--- src/rtl/chaser_controller.sv ---
// Command-driven LED chaser sequencer: prescaler, run/pause/idle, pattern modes.
// Optional CHASER_LAP_CNT_EN adds lap_done / lap_count outputs.
module chaser_controller #(
  parameter int WIDTH       = 8,
  parameter int DIV_W       = 16,
  parameter int DEFAULT_DIV = 4
) (
  input  logic             clk,
  input  logic             rst,
  input  logic             enable,
  input  logic             cmd_valid,
  output logic             cmd_ready,
  input  logic [2:0]       cmd_op,
  input  logic [DIV_W-1:0] cmd_arg,
  output logic [WIDTH-1:0] light,
  output logic [1:0]       state,
  output logic             step_pulse
`ifdef CHASER_LAP_CNT_EN
  ,
  output logic             lap_done,
  output logic [7:0]       lap_count
`endif
);

  typedef enum logic [1:0] {
    S_IDLE  = 2'd0,
    S_RUN   = 2'd1,
    S_PAUSE = 2'd2
  } st_t;

  localparam logic [2:0] OP_START = 3'd1;
  localparam logic [2:0] OP_STOP  = 3'd2;
  localparam logic [2:0] OP_PAUSE = 3'd3;
  localparam logic [2:0] OP_MODE  = 3'd4;
  localparam logic [2:0] OP_DIV   = 3'd5;
  localparam logic [2:0] OP_STEP  = 3'd6;

  st_t              st_q, st_n;
  logic [WIDTH-1:0] light_q, light_n;
  logic [1:0]       mode_q, mode_n;
  logic [DIV_W-1:0] div_q, div_n;
  logic [DIV_W-1:0] presc_q, presc_n;
  logic             dir_q, dir_n;
  logic             pulse_q, pulse_n;
  logic [WIDTH-1:0] adv_light;
  logic             adv_dir;
  logic             accept;
  logic             do_adv;

  function automatic logic [WIDTH-1:0] seed(input logic [1:0] m);
    if (m == 2'd1)
      seed = {1'b1, {(WIDTH-1){1'b0}}};
    else
      seed = {{(WIDTH-1){1'b0}}, 1'b1};
  endfunction

  assign cmd_ready  = enable;
  assign accept     = cmd_valid & enable;
  assign light      = light_q;
  assign state      = st_q;
  assign step_pulse = pulse_q & enable;

  // dir_q: 0 = moving toward MSB, 1 = moving toward LSB
  always_comb begin
    adv_light = light_q;
    adv_dir   = dir_q;
    unique case (mode_q)
      2'd0: adv_light = {light_q[WIDTH-2:0], light_q[WIDTH-1]};
      2'd1: adv_light = {light_q[0], light_q[WIDTH-1:1]};
      2'd2: begin
        if (!dir_q) begin
          adv_light = light_q << 1;
          if (adv_light[WIDTH-1]) adv_dir = 1'b1;
        end else begin
          adv_light = light_q >> 1;
          if (adv_light[0]) adv_dir = 1'b0;
        end
      end
      default: begin
        if (&light_q)
          adv_light = seed(2'd3);
        else
          adv_light = {light_q[WIDTH-2:0], 1'b1};
      end
    endcase
  end

  // An accepted command always pre-empts the prescaler in that cycle.
  always_comb begin
    st_n    = st_q;
    light_n = light_q;
    mode_n  = mode_q;
    div_n   = div_q;
    presc_n = presc_q;
    dir_n   = dir_q;
    pulse_n = 1'b0;
    do_adv  = 1'b0;
    if (accept) begin
      case (cmd_op)
        OP_START: begin
          st_n    = S_RUN;
          light_n = seed(mode_q);
          presc_n = '0;
          dir_n   = 1'b0;
        end
        OP_STOP: begin
          st_n    = S_IDLE;
          light_n = '0;
          presc_n = '0;
        end
        OP_PAUSE: begin
          if (st_q == S_RUN)
            st_n = S_PAUSE;
          else if (st_q == S_PAUSE)
            st_n = S_RUN;
        end
        OP_MODE: begin
          mode_n  = cmd_arg[1:0];
          presc_n = '0;
          dir_n   = 1'b0;
          if (st_q != S_IDLE) light_n = seed(cmd_arg[1:0]);
        end
        OP_DIV: begin
          div_n   = cmd_arg;
          presc_n = '0;
        end
        OP_STEP: do_adv = (st_q == S_PAUSE);
        default: ;
      endcase
    end else if (enable && st_q == S_RUN) begin
      if (presc_q == div_q) begin
        do_adv  = 1'b1;
        presc_n = '0;
      end else begin
        presc_n = presc_q + 1'b1;
      end
    end
    if (do_adv) begin
      light_n = adv_light;
      dir_n   = adv_dir;
      pulse_n = 1'b1;
    end
  end

  always_ff @(posedge clk) begin
    if (rst) begin
      st_q    <= S_IDLE;
      light_q <= '0;
      mode_q  <= 2'd0;
      div_q   <= DIV_W'(DEFAULT_DIV);
      presc_q <= '0;
      dir_q   <= 1'b0;
      pulse_q <= 1'b0;
    end else begin
      st_q    <= st_n;
      light_q <= light_n;
      mode_q  <= mode_n;
      div_q   <= div_n;
      presc_q <= presc_n;
      dir_q   <= dir_n;
      pulse_q <= pulse_n;
    end
  end

`ifdef CHASER_LAP_CNT_EN
  logic       lap_q, lap_n;
  logic [7:0] lcnt_q, lcnt_n;
  logic       lap_clr;

  assign lap_clr = accept &&
    (cmd_op == OP_START || cmd_op == OP_STOP || cmd_op == OP_MODE);
  assign lap_done  = lap_q & enable;
  assign lap_count = lcnt_q;

  always_comb begin
    lap_n  = 1'b0;
    lcnt_n = lcnt_q;
    if (lap_clr) begin
      lcnt_n = 8'd0;
    end else if (do_adv && adv_light == seed(mode_q)) begin
      lap_n  = 1'b1;
      lcnt_n = lcnt_q + 8'd1;
    end
  end

  always_ff @(posedge clk) begin
    if (rst) begin
      lap_q  <= 1'b0;
      lcnt_q <= 8'd0;
    end else begin
      lap_q  <= lap_n;
      lcnt_q <= lcnt_n;
    end
  end
`endif

endmodule
--- config.mk ---
export PLATFORM = sky130hd
export DESIGN_NAME = chaser_controller
export DESIGN_NICKNAME = d
export VERILOG_FILES = /design/src/rtl/chaser_controller.sv
export SDC_FILE = /design/constraint.sdc
export NUM_CORES = 1
export LEC_CHECK = 0
export ABC_CLOCK_PERIOD_IN_PS = 4100
export CORE_UTILIZATION = 45
export CTS_CLUSTER_DIAMETER = 150
export CTS_CLUSTER_SIZE = 12
export DETAILED_ROUTE_END_ITERATION = 10
export HOLD_SLACK_MARGIN = 0.05
export PLACE_DENSITY = 0.67
export SETUP_SLACK_MARGIN = 0.02
export SYNTH_ARGS = -nofsm -noshare
export SYNTH_HDL_FRONTEND = slang
export SYNTH_SLANG_ARGS = --single-unit
--- constraint.sdc ---
create_clock -name clk -period 4.1 [get_ports clk]
set_clock_uncertainty 0.15 [all_clocks]
set_input_delay 1.23 -clock clk [delete_from_list [all_inputs] [get_ports clk]]
set_output_delay 1.23 -clock clk [all_outputs]
set_load 0.01 [all_outputs]
# After elaboration in Yosys (flattened, before gate mapping)
# Index checks and enable logic that the tools add are counted.
dict set report word_totals {
  in_bits 23
  wordCells 71
  register_bits 46
  output_inout_bits 12
}
dict set report classes {
  n_mux 28
  addsub 1
  n_eq_ne 16
  n_reduce_logical 17
  bitwise_logic 2
}
# op n
set op_table {}
lappend op_table {{16-bit 2-to-1 mux} 4}
lappend op_table {{8-bit 2-to-1 mux} 7}
lappend op_table {{8-bit case mux with 3 select lines} 2}
lappend op_table {{16-bit by 1-bit adder with 16-bit output (second input constant)} 1}
lappend op_table {{16-bit equality test} 1}
lappend op_table {{1-bit 2-to-1 mux} 12}
lappend op_table {{3-bit equality test (second input constant)} 3}
lappend op_table {{3-bit AND reduction} 3}
lappend op_table {{8-bit AND reduction} 1}
lappend op_table {{2-bit nonzero test} 4}
lappend op_table {{2-bit by 1-bit equality test with 1-bit output (second input constant)} 3}
lappend op_table {{3-bit by 2-bit equality test with 1-bit output (second input constant)} 2}
lappend op_table {{3-bit != test (second input constant)} 2}
lappend op_table {{2-bit case mux with 3 select lines} 1}
lappend op_table {{2-bit AND reduction} 3}
lappend op_table {{2-bit equality test (second input constant)} 2}
lappend op_table {{2-bit 2-to-1 mux} 2}
lappend op_table {{4-bit nonzero test} 1}
lappend op_table {{4-bit OR reduction} 1}
lappend op_table {{3-bit by 1-bit equality test with 1-bit output (second input constant)} 1}
lappend op_table {{3-bit nonzero test} 1}
lappend op_table {{1-bit bitwise AND} 2}
lappend op_table {{2-bit zero test} 1}
lappend op_table {{2-bit by 1-bit != test with 1-bit output (second input constant)} 1}
lappend op_table {{3 further kinds} 3}

# Depth between registers and ports, before layout
dict set report depth {
  word_depth 6
  depth_mapped 8
  mapped_depth_nobuf 7
}

# Worst setup path before layout
# OpenSTA, ideal clock, no wires.
dict set report synth_path {
  path_type {input-to-output}
  start {input enable}
  end {output step_pulse}
  n_path_buf 0
  cell_stages 1
  slack_ns 1.344
  t_required_ns 2.720
  t_arrival_ns 1.376
  path_cell_list {and2_1}
}
dict set report synth_via {
  elab_chain_cells 1
}
# element line
set synth_rtl {}
lappend synth_rtl {{from (decl)} 10} ;# input logic enable,
lappend synth_rtl {{1-bit bitwise AND} 61} ;# assign step_pulse = pulse_q & enable;
lappend synth_rtl {{to (decl)} 17} ;# output logic step_pulse
# Every way passes these cells.

# Worst setup path after layout
# Ends and elaborated chain as after synthesis.

==> results.py <==
metrics = {
    "synth": {
        "synth_warnings": 0,
        "seq_area_frac_synth": 0.323,
        "yosys.area.top_type": "dfxtp_1",
        "yosysTopAreaCellShare": 0.323,
        "netlist_area_um2": 2850,
        "synth_cell_types": 55,
        "synth_edf_count": 0,
        "synth_xor_area_frac": 0.0583,
        "synth_simple_gate_area_share": 0.264,
        "syn_avg_cell_area_um2": 7.88,
        "synthAdderAreaFrac": 0.0175,
        "synth-seq-cells": 46,
        "synthTopCellsByArea": "dfxtp_1, nand2_1, mux2i_1",
        "synthArstFlopShare": 0,
        "syn_inst": 362,
        "mappedNetlistNets": 389,
        "synth_top_family_by_area": "simple AND/OR/NAND/NOR gates",
        "ys.flop_type": "dfxtp_1",
        "synth_compound_area_frac": 0.216,
        "synth_mux_area_frac": 0.0706,
    },
    "placement": {
        "gp_congestion": 0.840,
        "dp_hpwl_um": 4930,
        "port_buffers": 34,
    },
    "sta": {
        "final.min_clock_period_ns": 3.78,
        "max_freq_ghz": 0.265,
        "fin_crit_sh": 0.921,
        "final_hold_viol_count": 0,
        "setup_tns_ns": 0,
        "timing.hold.ws_ns": 0.321,
        "slew_headroom": 0.404,
        "finalSetupViolCount": 0,
        "tightestPinTransition_ns": 0.893,
        "drv_slew": 0,
        "rsz0062_at_grt": "false",
    },
    "clock_network": {
        "clock_sinks": 46,
        "htree_levels": 2,
        "clock_latency_ns": 0.30,
        "cts_tree": "built",
        "clk_pin_slew_worst_paths_ns": 0.09,
        "clk_path_buf_depth": 2,
        "cts_root_buf": "clkbuf_8",
        "numCtsBuffers": 5,
        "hold_buffers": 0,
        "cts.repair.resized": 0,
        "post_cts_buffers": 0,
    },
    "worst_setup_path": {
        "cpPeakStageDelay_ns": 0.52,
        "cp.arrival_ns": 2.40,
        "critPathLaunchType": "primary input",
        "crit_type": "primary input to output pin",
        "crit_slowest_cell": "clkdlybuf4s50_1",
        "cp_max_fo": 3,
        "critical-path-top-delay-family": "buffers and inverters",
        "cp-startpoint": "enable",
        "crit_chain": "clkdlybuf4s50_1 -> and2_1 -> clkdlybuf4s50_1",
        "cpMostUsedCell": "clkdlybuf4s50_1",
        "critPathCaptureType": "output pin",
        "path_buf_inv": 2,
        "crit_required_ns": 2.72,
        "r2r_start": "presc_q[12]$_SDFFE_PP0P_",
    },
    "routing": {
        "drt_wl_total_um": 6950,
        "via_count": 2703,
        "dr.pass1.iters": 4,
        "drt-initial-drc-count": 176,
        "wl_per_cell_um": 15.1,
        "vias_per_cell": 5.86,
        "antenna_left": 0,
        "route.detailed.drc": 0,
    },
    "global_route": {
        "antenna_found_initial": 0,
        "overflow": 0,
        "track_usage": 0.228,
        "grt_max_degree": 25,
        "grt_pass1_wl_um": 11700,
        "first_global_vias": 2360,
    },
    "layout": {
        "antenna_cells": 0,
        "syn_to_final_growth_pct": 16.9,
        "fillers": 590,
        "finalNetCount": 412,
        "layout-drive-gt1-share": 0.0622,
    },
    "die": {
        "die-area_um2": 6660,
        "ios": 35,
        "core_area_um2": 6030,
        "fp.dieH_um": 81.6,
        "die_x_um": 81.6,
        "start_util": 0.474,
        "rows": 28,
    },
    "power": {
        "powerDensity_nw_per_um2": 264,
        "p_leak_uw": 0.00119,
        "peakVddDrop_mv": 0.193,
    },
    "status": {
        "status": "complete, no violations",
    },
    "min_path": {
        "hp-start": "div_q[0]$_SDFFE_PP0P_",
        "hold_path.class": "register to register",
    },
    "run": {
        "drv_cap": 0,
    },
}
==> cells in the final DEF, fill, tap and decap left out, drive strengths merged, types with 5 or more instances in the layout <==
master,n
nand4,6
nor2,16
a31oi,7
o22a,6
nor4,9
a21oi,25
nand2,67
o21ai,12
xor2,17
clkdlybuf4s50,34
nor2b,10
a21o,7
and3,5
nand3,13
clkbuf,6
dfxtp,46
buf,5
mux2i,19
inv,11
==> power by group <==
group,leakage [uW],internal [uW],switching [uW]
clock network,0.0000514,182,158
logic,0.000772,41.4,43.8
registers,0.000371,450,4.79
total,0.00119,673,206
==> state kept, by name, summed over array words and instances, names as in the netlist <==
register  count
mode_q        2
pulse_q       1
div_q        16
state         2
presc_q      16
light         8
dir_q         1
==> worst min-delay path: stages, from the launching register on <==
cell     delay [ns]
dfxtp_1        0.32
nand2_1        0.05
a21oi_1        0.05
==> area by class of cell <==
| cell class | count | area [um^2] | area share |
|---|---|---|---|
| Clock buffer | 6 | 72.6 | 0.0217 |
| Tap cell | 75 | 93.8 | 0.0281 |
| Clock inverter | 2 | 37.5 | 0.0112 |
| Multi-Input combinational cell | 281 | 1790 | 0.536 |
| Inverter | 12 | 45.0 | 0.0135 |
| Timing Repair Buffer | 39 | 378 | 0.113 |
| Sequential cell | 46 | 921 | 0.276 |
==> Yosys cell counts (5+ instances only) <==
| library cell | number |
|---|---|
| nand3_1 | 13 |
| xor2_1 | 17 |
| a21oi_1 | 25 |
| nor2b_1 | 10 |
| inv_1 | 10 |
| a31oi_1 | 7 |
| o21ai_0 | 8 |
| nand2_1 | 67 |
| dfxtp_1 | 46 |
| mux2i_1 | 19 |
| nor2_1 | 16 |
| nor4_2 | 5 |
| o22a_1 | 6 |
| and3_1 | 5 |
| a21o_1 | 7 |
| clkbuf_1 | 18 |
| nand4_1 | 5 |
==> cell families (layout without fill, tap and decap cells) <==
family                   after synthesis  after routing
AND/OR/NAND/NOR                      149            149
AO/OA/AOI/OAI                         89             89
flip-flops                            46             46
buffers and inverters                 35             59
multiplexers                          20             20
XOR/XNOR                              19             19
adder cells (fa/ha/maj)                4              4
==> per-layer routing <==
metal,share of wire,global-route usage,routed length [um]
met5,0,0,0
met4,0.015,0.0561,102
met3,0.036,0.0433,252
met2,0.44,0.349,3080
met1,0.51,0.328,3520
==> per-stage QoR <==
| stage | area, um^2 | utilization | std cells | setup WS (ns) | total power (uW) |
|---|---|---|---|---|---|
| after detailed placement | 3230 | 0.536 | 453 | 0.306 | 550 |
| after global placement | 3230 | 0.536 | 453 | 0.309 | 549 |
| final | 3340 | 0.554 | 461 | 0.323 | 880 |
| after CTS | 3340 | 0.554 | 461 | 0.306 | 889 |
| after global routing | 3340 | 0.554 | 461 | 0.286 | 919 |
| after floorplan | 2850 | - | 362 | 1.34 | 510 |
==> worst paths after layout <==
kind / slack [ns] / to / cells after the start
max: 0.32 / step_pulse / 3
min: 0.32 / div_q[0]$_SDFFE_PP0P_ / 2
max reg2reg: 1.55 / dir_q$_SDFFE_PP0P_ / 5
min reg2reg: 0.32 / div_q[0]$_SDFFE_PP0P_ / 2
No activity file was read; power rests on OpenSTA's default activity.
